--- src/rtl/exc_cp0_unit_pkg.sv ---
// Shared CP0 definitions for the MEM-stage exception unit.
// Contents: data/IRQ widths, CP0 register addresses, resolved exception
// codes, raw MEM exception flag bit positions, Status/Cause field indices,
// reset values and the Cause write mask.
package exc_cp0_unit_pkg;

  localparam int unsigned XLEN = 32;
  localparam int unsigned AW   = 5;
  localparam int unsigned IRQW = 6;

  // CP0 register addresses
  localparam logic [AW-1:0] CP0_COUNT   = 5'd9;
  localparam logic [AW-1:0] CP0_COMPARE = 5'd11;
  localparam logic [AW-1:0] CP0_STATUS  = 5'd12;
  localparam logic [AW-1:0] CP0_CAUSE   = 5'd13;
  localparam logic [AW-1:0] CP0_EPC     = 5'd14;
  localparam logic [AW-1:0] CP0_PRID    = 5'd15;
  localparam logic [AW-1:0] CP0_CONFIG  = 5'd16;

  // Resolved exception codes handed to the pipeline controller
  localparam logic [XLEN-1:0] EXC_NONE    = 32'h0;
  localparam logic [XLEN-1:0] EXC_INT     = 32'h1;
  localparam logic [XLEN-1:0] EXC_SYSCALL = 32'h8;
  localparam logic [XLEN-1:0] EXC_INVALID = 32'ha;
  localparam logic [XLEN-1:0] EXC_TRAP    = 32'hd;
  localparam logic [XLEN-1:0] EXC_OV      = 32'hc;
  localparam logic [XLEN-1:0] EXC_ERET    = 32'he;

  // Raw flag positions in mem_excepttype_i
  localparam int unsigned FLAG_SYSCALL = 8;
  localparam int unsigned FLAG_INVALID = 9;
  localparam int unsigned FLAG_TRAP    = 10;
  localparam int unsigned FLAG_OV      = 11;
  localparam int unsigned FLAG_ERET    = 12;

  // Status fields
  localparam int unsigned ST_IE    = 0;
  localparam int unsigned ST_EXL   = 1;
  localparam int unsigned ST_IM_LO = 8;

  // Cause fields
  localparam int unsigned CAUSE_EXC_LO = 2;
  localparam int unsigned CAUSE_IP_LO  = 8;
  localparam int unsigned CAUSE_HW_LO  = 10;
  localparam int unsigned CAUSE_WP     = 22;
  localparam int unsigned CAUSE_IV     = 23;
  localparam int unsigned CAUSE_BD     = 31;

  localparam logic [XLEN-1:0] STATUS_RST  = 32'h1000_0000;
  // Software-writable Cause bits: IV, WP, IP[1:0]
  localparam logic [XLEN-1:0] CAUSE_WMASK = 32'h00C0_0300;

endpackage

--- src/rtl/exc_cp0_unit_if.sv ---
// Pipeline <-> CP0 exception unit bus.
// master: pipeline side (drives MEM-stage info, mtc0 write port, mfc0 address)
// slave : CP0 side (returns read data, resolved exception, EPC, Status, Cause,
//         timer interrupt)
interface exc_cp0_unit_if;
  import exc_cp0_unit_pkg::*;

  logic [IRQW-1:0] int_i;
  logic [XLEN-1:0] mem_excepttype_i;
  logic [XLEN-1:0] mem_pc_i;
  logic            mem_in_delayslot_i;
  logic            we_i;
  logic [AW-1:0]   waddr_i;
  logic [XLEN-1:0] wdata_i;
  logic [AW-1:0]   raddr_i;
  logic [XLEN-1:0] rdata_o;
  logic [XLEN-1:0] excepttype_o;
  logic [XLEN-1:0] epc_o;
  logic [XLEN-1:0] status_o;
  logic [XLEN-1:0] cause_o;
  logic            timer_int_o;

  modport master (
    output int_i, mem_excepttype_i, mem_pc_i, mem_in_delayslot_i,
           we_i, waddr_i, wdata_i, raddr_i,
    input  rdata_o, excepttype_o, epc_o, status_o, cause_o, timer_int_o
  );

  modport slave (
    input  int_i, mem_excepttype_i, mem_pc_i, mem_in_delayslot_i,
           we_i, waddr_i, wdata_i, raddr_i,
    output rdata_o, excepttype_o, epc_o, status_o, cause_o, timer_int_o
  );
endinterface

--- src/rtl/exc_cp0_unit_cp0_timer.sv ---
// cp0_timer: Count/Compare pair with a sticky match flag.
// Only built when CP0_TIMER_EN is defined.
// Ports: clk, rst (sync, active-high), count_we/compare_we + wdata (write
// port), count/compare (register values), timer_int (sticky match).
`ifdef CP0_TIMER_EN
module cp0_timer
  import exc_cp0_unit_pkg::*;
(
  input  logic            clk,
  input  logic            rst,
  input  logic            count_we,
  input  logic            compare_we,
  input  logic [XLEN-1:0] wdata,
  output logic [XLEN-1:0] count,
  output logic [XLEN-1:0] compare,
  output logic            timer_int
);

  // Free-running counter; a Compare write clears the flag even on a match
  always_ff @(posedge clk) begin
    if (rst) begin
      count     <= '0;
      compare   <= '0;
      timer_int <= 1'b0;
    end else begin
      count <= count_we ? wdata : count + XLEN'(1);
      if (compare_we) begin
        compare   <= wdata;
        timer_int <= 1'b0;
      end else if (count == compare && compare != '0) begin
        timer_int <= 1'b1;
      end
    end
  end

endmodule
`endif

--- src/rtl/exc_cp0_unit.sv ---
// exc_cp0_unit: MEM-stage exception resolution and CP0 register file.
// Ports: clk, rst (sync, active-high), bus (exc_cp0_unit_if.slave).
// Parameters: PRID_VALUE, CONFIG_VALUE (read-only register contents).
// Macro CP0_TIMER_EN: enables Count/Compare and the timer interrupt; when
// undefined Count/Compare read 0 and timer_int_o is 0.
module exc_cp0_unit
  import exc_cp0_unit_pkg::*;
#(
  parameter logic [XLEN-1:0] PRID_VALUE   = 32'h004C_0102,
  parameter logic [XLEN-1:0] CONFIG_VALUE = 32'h0000_8000
) (
  input logic               clk,
  input logic               rst,
  exc_cp0_unit_if.slave     bus
);

  logic [XLEN-1:0] status_q, cause_q, epc_q;
  logic [XLEN-1:0] status_d, cause_d, epc_d;
  logic [XLEN-1:0] status_fwd, cause_fwd, epc_fwd;
  logic [XLEN-1:0] count, compare;
  logic            timer_int;
  logic            int_pending;
  logic [XLEN-1:0] exc_code;
  logic [XLEN-1:0] rdata;
  logic            unused_flags;

  assign unused_flags = ^{bus.mem_excepttype_i[31:13], bus.mem_excepttype_i[7:0]};

`ifdef CP0_TIMER_EN
  cp0_timer u_timer (
    .clk        (clk),
    .rst        (rst),
    .count_we   (bus.we_i && bus.waddr_i == CP0_COUNT),
    .compare_we (bus.we_i && bus.waddr_i == CP0_COMPARE),
    .wdata      (bus.wdata_i),
    .count      (count),
    .compare    (compare),
    .timer_int  (timer_int)
  );
`else
  assign count     = '0;
  assign compare   = '0;
  assign timer_int = 1'b0;
`endif

  // Same-cycle mtc0 forwarding; Cause only takes its writable bits
  assign status_fwd = (bus.we_i && bus.waddr_i == CP0_STATUS) ? bus.wdata_i : status_q;
  assign cause_fwd  = (bus.we_i && bus.waddr_i == CP0_CAUSE)
                    ? ((cause_q & ~CAUSE_WMASK) | (bus.wdata_i & CAUSE_WMASK))
                    : cause_q;
  assign epc_fwd    = (bus.we_i && bus.waddr_i == CP0_EPC) ? bus.wdata_i : epc_q;

  assign int_pending = (|(cause_fwd[CAUSE_IP_LO +: 8] & status_fwd[ST_IM_LO +: 8]))
                    && !status_fwd[ST_EXL] && status_fwd[ST_IE];

  // Priority resolution; bubbles and reset never raise an exception
  always_comb begin
    exc_code = EXC_NONE;
    if (!rst && bus.mem_pc_i != '0) begin
      if (int_pending)                                exc_code = EXC_INT;
      else if (bus.mem_excepttype_i[FLAG_SYSCALL])    exc_code = EXC_SYSCALL;
      else if (bus.mem_excepttype_i[FLAG_INVALID])    exc_code = EXC_INVALID;
      else if (bus.mem_excepttype_i[FLAG_TRAP])       exc_code = EXC_TRAP;
      else if (bus.mem_excepttype_i[FLAG_OV])         exc_code = EXC_OV;
      else if (bus.mem_excepttype_i[FLAG_ERET])       exc_code = EXC_ERET;
    end
  end

  // Next register state: forwarded write, hardware IP sampling, then exception override
  always_comb begin
    status_d = status_fwd;
    cause_d  = cause_fwd;
    epc_d    = epc_fwd;
    cause_d[CAUSE_HW_LO +: 6] = {bus.int_i[5] | timer_int, bus.int_i[4:0]};
    if (exc_code == EXC_ERET) begin
      status_d[ST_EXL] = 1'b0;
    end else if (exc_code != EXC_NONE) begin
      // Nested exceptions keep the original return point
      if (!status_fwd[ST_EXL]) begin
        epc_d = bus.mem_in_delayslot_i ? bus.mem_pc_i - 32'd4 : bus.mem_pc_i;
        cause_d[CAUSE_BD] = bus.mem_in_delayslot_i;
      end
      cause_d[CAUSE_EXC_LO +: 5] = (exc_code == EXC_INT) ? 5'd0 : exc_code[4:0];
      status_d[ST_EXL] = 1'b1;
    end
  end

  always_ff @(posedge clk) begin
    if (rst) begin
      status_q <= STATUS_RST;
      cause_q  <= '0;
      epc_q    <= '0;
    end else begin
      status_q <= status_d;
      cause_q  <= cause_d;
      epc_q    <= epc_d;
    end
  end

  // mfc0 read mux
  always_comb begin
    rdata = '0;
    case (bus.raddr_i)
      CP0_COUNT:   rdata = count;
      CP0_COMPARE: rdata = compare;
      CP0_STATUS:  rdata = status_q;
      CP0_CAUSE:   rdata = cause_q;
      CP0_EPC:     rdata = epc_q;
      CP0_PRID:    rdata = PRID_VALUE;
      CP0_CONFIG:  rdata = CONFIG_VALUE;
      default:     rdata = '0;
    endcase
  end

  assign bus.rdata_o      = rdata;
  assign bus.excepttype_o = exc_code;
  assign bus.epc_o        = epc_fwd;
  assign bus.status_o     = status_q;
  assign bus.cause_o      = cause_q;
  assign bus.timer_int_o  = timer_int;

endmodule

--- src/flat_wrapper.sv ---
// flat-port wrapper written by rule: the top's interface ports become plain ports
module exc_cp0_unit_flat import exc_cp0_unit_pkg::*;
#(
  parameter logic [XLEN-1:0] PRID_VALUE   = 32'h004C_0102,
  parameter logic [XLEN-1:0] CONFIG_VALUE = 32'h0000_8000
)
  (clk, rst, bus_int_i, bus_mem_excepttype_i, bus_mem_pc_i, bus_mem_in_delayslot_i, bus_we_i, bus_waddr_i, bus_wdata_i, bus_raddr_i, bus_rdata_o, bus_excepttype_o, bus_epc_o, bus_status_o, bus_cause_o, bus_timer_int_o);
  exc_cp0_unit_if bus_i ();
  input logic clk;
  input logic rst;
  input wire logic [$bits(bus_i.int_i)-1:0] bus_int_i;
  input wire logic [$bits(bus_i.mem_excepttype_i)-1:0] bus_mem_excepttype_i;
  input wire logic [$bits(bus_i.mem_pc_i)-1:0] bus_mem_pc_i;
  input wire logic [$bits(bus_i.mem_in_delayslot_i)-1:0] bus_mem_in_delayslot_i;
  input wire logic [$bits(bus_i.we_i)-1:0] bus_we_i;
  input wire logic [$bits(bus_i.waddr_i)-1:0] bus_waddr_i;
  input wire logic [$bits(bus_i.wdata_i)-1:0] bus_wdata_i;
  input wire logic [$bits(bus_i.raddr_i)-1:0] bus_raddr_i;
  output wire logic [$bits(bus_i.rdata_o)-1:0] bus_rdata_o;
  output wire logic [$bits(bus_i.excepttype_o)-1:0] bus_excepttype_o;
  output wire logic [$bits(bus_i.epc_o)-1:0] bus_epc_o;
  output wire logic [$bits(bus_i.status_o)-1:0] bus_status_o;
  output wire logic [$bits(bus_i.cause_o)-1:0] bus_cause_o;
  output wire logic [$bits(bus_i.timer_int_o)-1:0] bus_timer_int_o;
  assign bus_i.int_i = bus_int_i;
  assign bus_i.mem_excepttype_i = bus_mem_excepttype_i;
  assign bus_i.mem_pc_i = bus_mem_pc_i;
  assign bus_i.mem_in_delayslot_i = bus_mem_in_delayslot_i;
  assign bus_i.we_i = bus_we_i;
  assign bus_i.waddr_i = bus_waddr_i;
  assign bus_i.wdata_i = bus_wdata_i;
  assign bus_i.raddr_i = bus_raddr_i;
  assign bus_rdata_o = bus_i.rdata_o;
  assign bus_excepttype_o = bus_i.excepttype_o;
  assign bus_epc_o = bus_i.epc_o;
  assign bus_status_o = bus_i.status_o;
  assign bus_cause_o = bus_i.cause_o;
  assign bus_timer_int_o = bus_i.timer_int_o;
  exc_cp0_unit #(.PRID_VALUE(PRID_VALUE), .CONFIG_VALUE(CONFIG_VALUE)) u_core (.clk(clk), .rst(rst), .bus(bus_i));
endmodule
--- config.mk ---
export PLATFORM = sky130hd
export DESIGN_NAME = exc_cp0_unit_flat
export DESIGN_NICKNAME = d
export VERILOG_FILES = /design/src/rtl/exc_cp0_unit_pkg.sv /design/src/rtl/exc_cp0_unit_if.sv /design/src/rtl/exc_cp0_unit_cp0_timer.sv /design/src/rtl/exc_cp0_unit.sv /design/src/flat_wrapper.sv
export SDC_FILE = /design/constraint.sdc
export NUM_CORES = 1
export LEC_CHECK = 0
export ABC_AREA = 1
export BUFFER_PORTS_ARGS = -buffer_cell sky130_fd_sc_hd__clkbuf_2
export CAP_MARGIN = 5
export CORE_MARGIN = 5
export CORE_UTILIZATION = 41
export CTS_BUF_LIST = sky130_fd_sc_hd__clkbuf_4 sky130_fd_sc_hd__clkbuf_8 sky130_fd_sc_hd__clkbuf_16
export CTS_CLUSTER_SIZE = 40
export DETAILED_ROUTE_END_ITERATION = 7
export PLACE_DENSITY_LB_ADDON = 0.2
export SYNTH_ARGS = -nofsm -noshare
export SYNTH_HDL_FRONTEND = slang
export SYNTH_SLANG_ARGS = --single-unit
--- constraint.sdc ---
create_clock -name clk -period 2.34 [get_ports clk]
set_input_delay 0.585 -clock clk [delete_from_list [all_inputs] [get_ports clk]]
set_output_delay 0.585 -clock clk [all_outputs]
set_load 0.02 [all_outputs]
==> results.py, run 1 <==
metrics = {
    "run_status": {
        "status": "finished, violations left",
        "violations": "negative setup slack",
    },
    "clock_tree": {
        "htree_levels": 3,
        "path_clk_slew_ns": 0.06,
        "numCtsBuffers": 9,
        "cts_tree": "done",
        "cts_sinks": 79,
        "clock_path_buffers": 2,
        "root_buffer": "clkbuf_16",
        "insertion_delay_ns": 0.34,
    },
    "setup_path": {
        "r2r_end": "u_core.epc_q[20]",
        "r2r-start": "u_core.bus.cause_o[8]",
        "cp-end-kind": "output pin",
        "start_kind": "primary input",
        "r2r_slack_ns": 0.28,
        "cp_common_cell": "nand2_4",
        "reg2reg_depth": 14,
        "cp_max_fo": 5,
        "slowest_stage": "nor2_4",
        "crit_type": "in -> out",
        "path_buf_inv": 4,
        "cp_top_family": "simple AND/OR/NAND/NOR gates",
        "cp.arrival_ns": 2.08,
        "critPathRequiredTime_ns": 1.75,
        "slowest_delay_ns": 0.15,
        "path_cells": "buf_8 -> inv_4 -> nand2_4 -> nor2_4 -> buf_6 -> nand3b_1 -> nand3_2 -> nand2_2 -> nor2_4 -> nand2_2 -> nand2_4 -> nand2_4 -> nor3_4 -> buf_6",
    },
    "drt": {
        "drc": 0,
        "drt_iter0_drc": 463,
        "vias_per_cell": 4.871,
        "routed_wl_um": 22910,
        "first_pass_iters": 5,
        "drtAntennaViolNets": 0,
        "routedWlPerCell_um": 16.63,
        "vias": 6712,
    },
    "global_route": {
        "grtUsageTotal_pct": 24.58,
        "grt_max_degree": 46,
        "grt_pass1_wl_um": 28570,
        "grt_pass1_vias": 5671,
        "grt_overflow": 0,
        "antenna_found_initial": 0,
    },
    "sta": {
        "fin_worst_skew_ns": 0.006599,
        "hold_viol": 0,
        "finalWorstSetupSlack_ns": -0.3274,
        "fmax_mhz": 374.9,
        "rsz0062_at_grt": "true",
        "tightest_slew_ns": 0.5241,
        "slew_violations": 0,
        "setup_violations": 72,
        "fin_crit_ns": 2.667,
        "fin_crit_sh_pct": 114.0,
        "slew_headroom_pct": 64.93,
        "setup_tns_ns": -11.12,
    },
    "logic_synthesis": {
        "syn_area_um2": 5166,
        "synth_xor_area_share_pct": 4.577,
        "synthSimpleGateAreaFrac_pct": 30.69,
        "yosysSeqAreaShare_pct": 30.61,
        "ys_types": 31,
        "synth_adder_area_share_pct": 0.4844,
        "synth_top_family_by_area": "simple AND/OR/NAND/NOR gates",
        "syn-mean-instance-area_um2": 6.128,
        "muxShareOfSynthArea_pct": 0.1938,
        "postSynthCellCount": 843,
        "synth_compound_area_share_pct": 13.20,
        "yosysWarnings": 0,
        "ys_ff_latch": 79,
    },
    "placement": {
        "dpl-instance-area_um2": 7029,
        "finalWeightedCongestion": 0.9585,
        "dp_hpwl_um": 14450,
        "portBuffers": 203,
    },
    "layout": {
        "design_area_um2": 9687,
        "area_growth_pct": 87.50,
        "utilization_pct": 77.71,
        "fill_cells": 892,
        "layout_common_cells": "buf_4, clkbuf_2, inv_1, nor2_1, nand2_1",
        "fin_nets": 1320,
        "drive_above_1_share_pct": 51.58,
        "layout_commonest_cell": "buf_4",
        "antenna_cells": 0,
    },
    "floorplanning": {
        "ios": 277,
        "core_um2": 12470,
        "initial_core_util_pct": 41.44,
        "die_w_um": 122.3,
        "die-area_um2": 14950,
        "die_height_um": 122.3,
        "rows": 41,
    },
    "worst_hold_path": {
        "hold_path_depth": 3,
        "holdPathEnd": "u_core.bus.cause_o[13]",
        "worstHoldStart": "bus_int_i[3]",
        "min_path_type": "in -> reg",
    },
    "power_and_ir_drop": {
        "peakVddDrop_mv": 0.3602,
        "leakagePower_nw": 5.037,
        "power_density_nw_per_um2": 480.1,
    },
    "job": {
        "max-cap-violations": 0,
    },
}
-- state kept, by name, indices dropped and copies added, names as in the netlist --
name                 cells
u_core.bus.cause_o      15
u_core.bus.status_o     32
u_core.epc_q            32
-- per-layer routing --
layer	vias up	GRT usage [%]	routed length, µm
met2	321	38.82	11050
met5	-	0	0
met4	0	9.307	916
li1	3254	-	-
met1	3074	33.90	9255
met3	63	3.733	1688
-- report_power, final --
part	total (mW)	switching, mW	internal [mW]
clock	1.69	0.586	1.11
combinational	1.50	0.841	0.659
sequential	1.46	0.0363	1.42
total	4.65	1.46	3.19
-- per-stage QoR --
step	setup WS (ns)	power, mW	hold slack (ns)	cells
finish	-0.3274	4.650	0.4294	1378
global route	-0.4091	4.815	0.4440	1378
CTS	-0.3218	4.181	0.4250	1331
detailed placement	-0.4527	2.463	0.4598	1301
global placement	-0.4212	2.458	0.4568	1301
floorplan	-0.05115	2.074	0.5423	888
-- cell usage after synthesis --
library cell  instances  area share (%)
nand3_1              27             2.6
mux2i_1               1            0.19
o21a_1                1            0.15
nand3_4               1            0.34
nor4_1                2            0.24
conb_1                1           0.073
inv_1               145              11
nand3b_1              3            0.44
xor2_1               16             2.7
o2111ai_1             2            0.34
nand2_2               1            0.12
ha_1                  2            0.48
o211ai_1              3            0.44
dfxtp_1              79              31
buf_4                46             6.7
buf_2                 5            0.48
o221ai_1             13             2.2
o21ai_0              59             5.7
nor3_1               10            0.97
or2_2                 2            0.24
xnor2_1              11             1.9
clkbuf_1             25             1.8
nand3_2               1            0.19
nand2_1             201              15
buf_6                 3            0.65
nor2_1              129             9.4
nand4_1              10             1.2
o22ai_1              12             1.5
or2_0                 1            0.12
nor2_4                1            0.22
a21oi_1              30             2.9
-- final cells by class --
| cell class | count | area [µm²] | share of cell area (%) |
|---|---|---|---|
| multi-input cells | 586 | 3834 | 39.58 |
| clock inverters | 3 | 90.09 | 0.9300 |
| flip-flops and latches | 79 | 1582 | 16.33 |
| well taps | 172 | 215.2 | 2.222 |
| inverters | 145 | 546.8 | 5.645 |
| clock buffers | 12 | 260.3 | 2.687 |
| repair buffers | 381 | 3159 | 32.61 |
-- worst register-to-register path, stage by stage, from the launching register on --
cell and delay [ns]:
dfxtp_1 0.45, nand2_2 0.09, nand2_1 0.08, nand2_2 0.05, nand2_1 0.06, nor2_2 0.04
nand2_2 0.09, nand2_4 0.09, buf_4 0.15, nand4_1 0.07, buf_4 0.17, nand3_4 0.18
clkbuf_16 0.24, nor2_1 0.13, nor2_1 0.06
-- what timing repair did --
item                                   in CTS  in global routing
buffers inserted                           13                 36
endpoints found under the hold margin       0                  0
cloned                                      3                 15
setup endpoints to repair                  45                106
gates resized for setup                   107                415
pin swaps                                   9                 55
hold buffers                                0                  0
-- kinds of logic after synthesis --
group,after synthesis
muxes,1
xor gates and xnor gates,27
other,1
AOI/OAI and AO/OA,120
and+or+nand+nor,389
DFF,79
adders and majority gates,2
buffers and inverters,224
-- how the worst max path moves through the flow --
stage | start | end | depth (start not counted)
after global placement | bus_we_i | bus_excepttype_o[2] | 15
after CTS | bus_waddr_i[0] | bus_excepttype_o[2] | 12
final | bus_waddr_i[4] | bus_excepttype_o[2] | 14
after global routing | bus_waddr_i[1] | bus_excepttype_o[0] | 11
after floorplan | bus_we_i | bus_excepttype_o[1] | 12
after detailed placement | bus_we_i | bus_excepttype_o[1] | 15
Power figures use the tool's default switching activity.
==> inputs of run 2 (changes only) <==
--- a/config.mk
+++ b/config.mk
@@ -7,13 +7,13 @@
 export LEC_CHECK = 0
 export ABC_AREA = 1
 export BUFFER_PORTS_ARGS = -buffer_cell sky130_fd_sc_hd__clkbuf_2
-export CAP_MARGIN = 5
 export CORE_MARGIN = 5
 export CORE_UTILIZATION = 41
 export CTS_BUF_LIST = sky130_fd_sc_hd__clkbuf_4 sky130_fd_sc_hd__clkbuf_8 sky130_fd_sc_hd__clkbuf_16
 export CTS_CLUSTER_SIZE = 40
 export DETAILED_ROUTE_END_ITERATION = 7
 export PLACE_DENSITY_LB_ADDON = 0.2
+export SKIP_CTS_REPAIR_TIMING = 1
 export SYNTH_ARGS = -nofsm -noshare
 export SYNTH_HDL_FRONTEND = slang
 export SYNTH_SLANG_ARGS = --single-unit
==> run 2 against run 1 <==
  * The flow still finishes with violations (negative setup slack)
  * Flip-flop and latch count unchanged
  * Non-clock buffer count down 46
  * Sequential power about the same
  * Register-to-register slack better by 0.26 ns
  * Clock power about the same
  * Die area unchanged
  * Critical path type unchanged
  * Critical endpoint is now bus_excepttype_o[1]
  * Largest cell class unchanged
  * Largest power group unchanged
==> results.py, run 2 (synthesized netlist as in run 1, its figures left out) <==
metrics = {
    "power_and_ir_drop": {
        "power_density_nw_per_um2": 522.3,
        "switching_power_mw": 1.251,
        "seq_power_share_pct": 34.5,
        "leakagePower_nw": 4.490,
        "power_mw": 4.206,
        "swShare_pct": 29.74,
        "comb_power_share_pct": 26.1,
        "peakVddDrop_mv": 0.3448,
        "pwr-share-clk_pct": 39.4,
        "p_int_mw": 2.955,
    },
    "global_route": {
        "grt_max_degree": 46,
        "grt_pass1_vias": 5381,
        "grt_overflow": 0,
        "grt_pass1_wl_um": 27050,
        "grtUsageTotal_pct": 23.19,
        "antenna_found_initial": 0,
    },
    "layout": {
        "layout_commonest_cell": "nand2_1",
        "antenna_cells": 0,
        "fin_nets": 1274,
        "area_growth_pct": 55.87,
        "layout_common_cells": "nand2_1, clkbuf_2, inv_1, buf_4, nor2_1",
        "fill_cells": 1205,
        "drive_above_1_share_pct": 37.76,
    },
    "sta": {
        "fin_worst_skew_ns": 0.008589,
        "fmax_mhz": 376.3,
        "slew_violations": 0,
        "fin_crit_ns": 2.657,
        "setup_violations": 37,
        "finalWorstSetupSlack_ns": -0.3172,
        "rsz0062_at_grt": "true",
        "fin_crit_sh_pct": 113.6,
        "hold_viol": 0,
        "setup_tns_ns": -5.603,
    },
    "clock_tree": {
        "path_clk_slew_ns": 0.06,
        "cts_tree": "done",
        "insertion_delay_ns": 0.34,
        "root_buffer": "clkbuf_16",
        "htree_levels": 3,
        "clock_path_buffers": 2,
        "numCtsBuffers": 9,
        "cts_sinks": 79,
    },
    "drt": {
        "vias_per_cell": 4.680,
        "drtAntennaViolNets": 0,
        "routed_wl_um": 19530,
        "drc": 0,
        "routedWlPerCell_um": 14.66,
        "first_pass_iters": 5,
        "drt_iter0_drc": 440,
        "vias": 6234,
    },
    "setup_path": {
        "cp_top_family": "simple AND/OR/NAND/NOR gates",
        "path_buf_inv": 3,
        "slowest_delay_ns": 0.20,
        "cp_max_fo": 5,
        "slowest_stage": "nor3_4",
        "start_kind": "primary input",
        "critPathRequiredTime_ns": 1.75,
        "cp.arrival_ns": 2.07,
        "crit_type": "in -> out",
        "cp_common_cell": "nand2_4",
        "r2r_slack_ns": 0.54,
        "cp-end-kind": "output pin",
        "path_cells": "clkbuf_2 -> nand2_4 -> nor2_4 -> buf_12 -> nand3b_1 -> nand3_1 -> nand2_2 -> nor2_4 -> nand2_2 -> nand2_4 -> nand2_4 -> nor3_4 -> buf_6",
    },
    "floorplanning": {
        "die_w_um": 122.3,
        "core_um2": 12470,
        "die_height_um": 122.3,
        "rows": 41,
        "ios": 277,
        "initial_core_util_pct": 41.44,
        "die-area_um2": 14950,
    },
    "placement": {
        "dp_hpwl_um": 14450,
        "finalWeightedCongestion": 0.9585,
        "portBuffers": 203,
    },
    "run_status": {
        "violations": "negative setup slack",
        "status": "finished, violations left",
    },
    "worst_hold_path": {
        "min_path_type": "in -> reg",
    },
    "job": {
        "max-cap-violations": 0,
    },
}
run 2: metal layers:
layer / track usage [%] / up-vias / routed length (µm)
li1: - / 3158 / -
met1: 32.76 / 2778 / 8522
met2: 36.55 / 266 / 9044
met3: 3.410 / 32 / 1494
met4: 7.208 / 0 / 467
met5: 0 / - / 0
run 2: cell type report:
type	instances	area, µm²	share of cell area (%)
multi-input cells	586	3103	38.53
repair buffers	335	2256	28.01
flip-flops and latches	79	1582	19.64
inverters	145	546.8	6.790
clock buffers	12	260.3	3.232
well taps	172	215.2	2.672
clock inverters	3	90.09	1.119
run 2: final timing paths:
check | start | to | cells past startpoint
worst max-delay path | bus_waddr_i[3] | bus_excepttype_o[1] | 13
worst min-delay path | bus_int_i[3] | u_core.bus.cause_o[13] | 3
worst max register to register | u_core.bus.status_o[15] | u_core.epc_q[20] | 13
worst min register to register | u_core.bus.status_o[18] | u_core.bus.status_o[18] | 2
run 2: worst min-delay path, delay by kind of cell:
family                 cells  cell delay [ns]
buffers and inverters      2             0.12
and+or+nand+nor            1             0.03
run 2: stage by stage:
step           std cells  setup WS [ns]  hold slack (ns)  cell area, µm²  utilization [%]
3_5_place_dp        1301        -0.4527           0.4598            7029            56.39
2_1_floorplan        888       -0.05115           0.5423            5345                -
3_3_place_gp        1301        -0.4212           0.4568            7029            56.39
6_report            1332        -0.3172           0.4312            8053            64.60
5_1_grt             1332        -0.3860           0.4434            8053            64.60
4_1_cts             1316        -0.4475           0.4250            7380            59.20
run 2: power by group through the flow:
stage	logic [mW]	registers (mW)	clock network, mW
2_1_floorplan	0.580	1.49	0
3_3_place_gp	0.980	1.48	0
3_5_place_dp	0.984	1.48	0
4_1_cts	0.991	1.45	1.68
5_1_grt	1.20	1.46	1.74
6_report	1.10	1.45	1.66
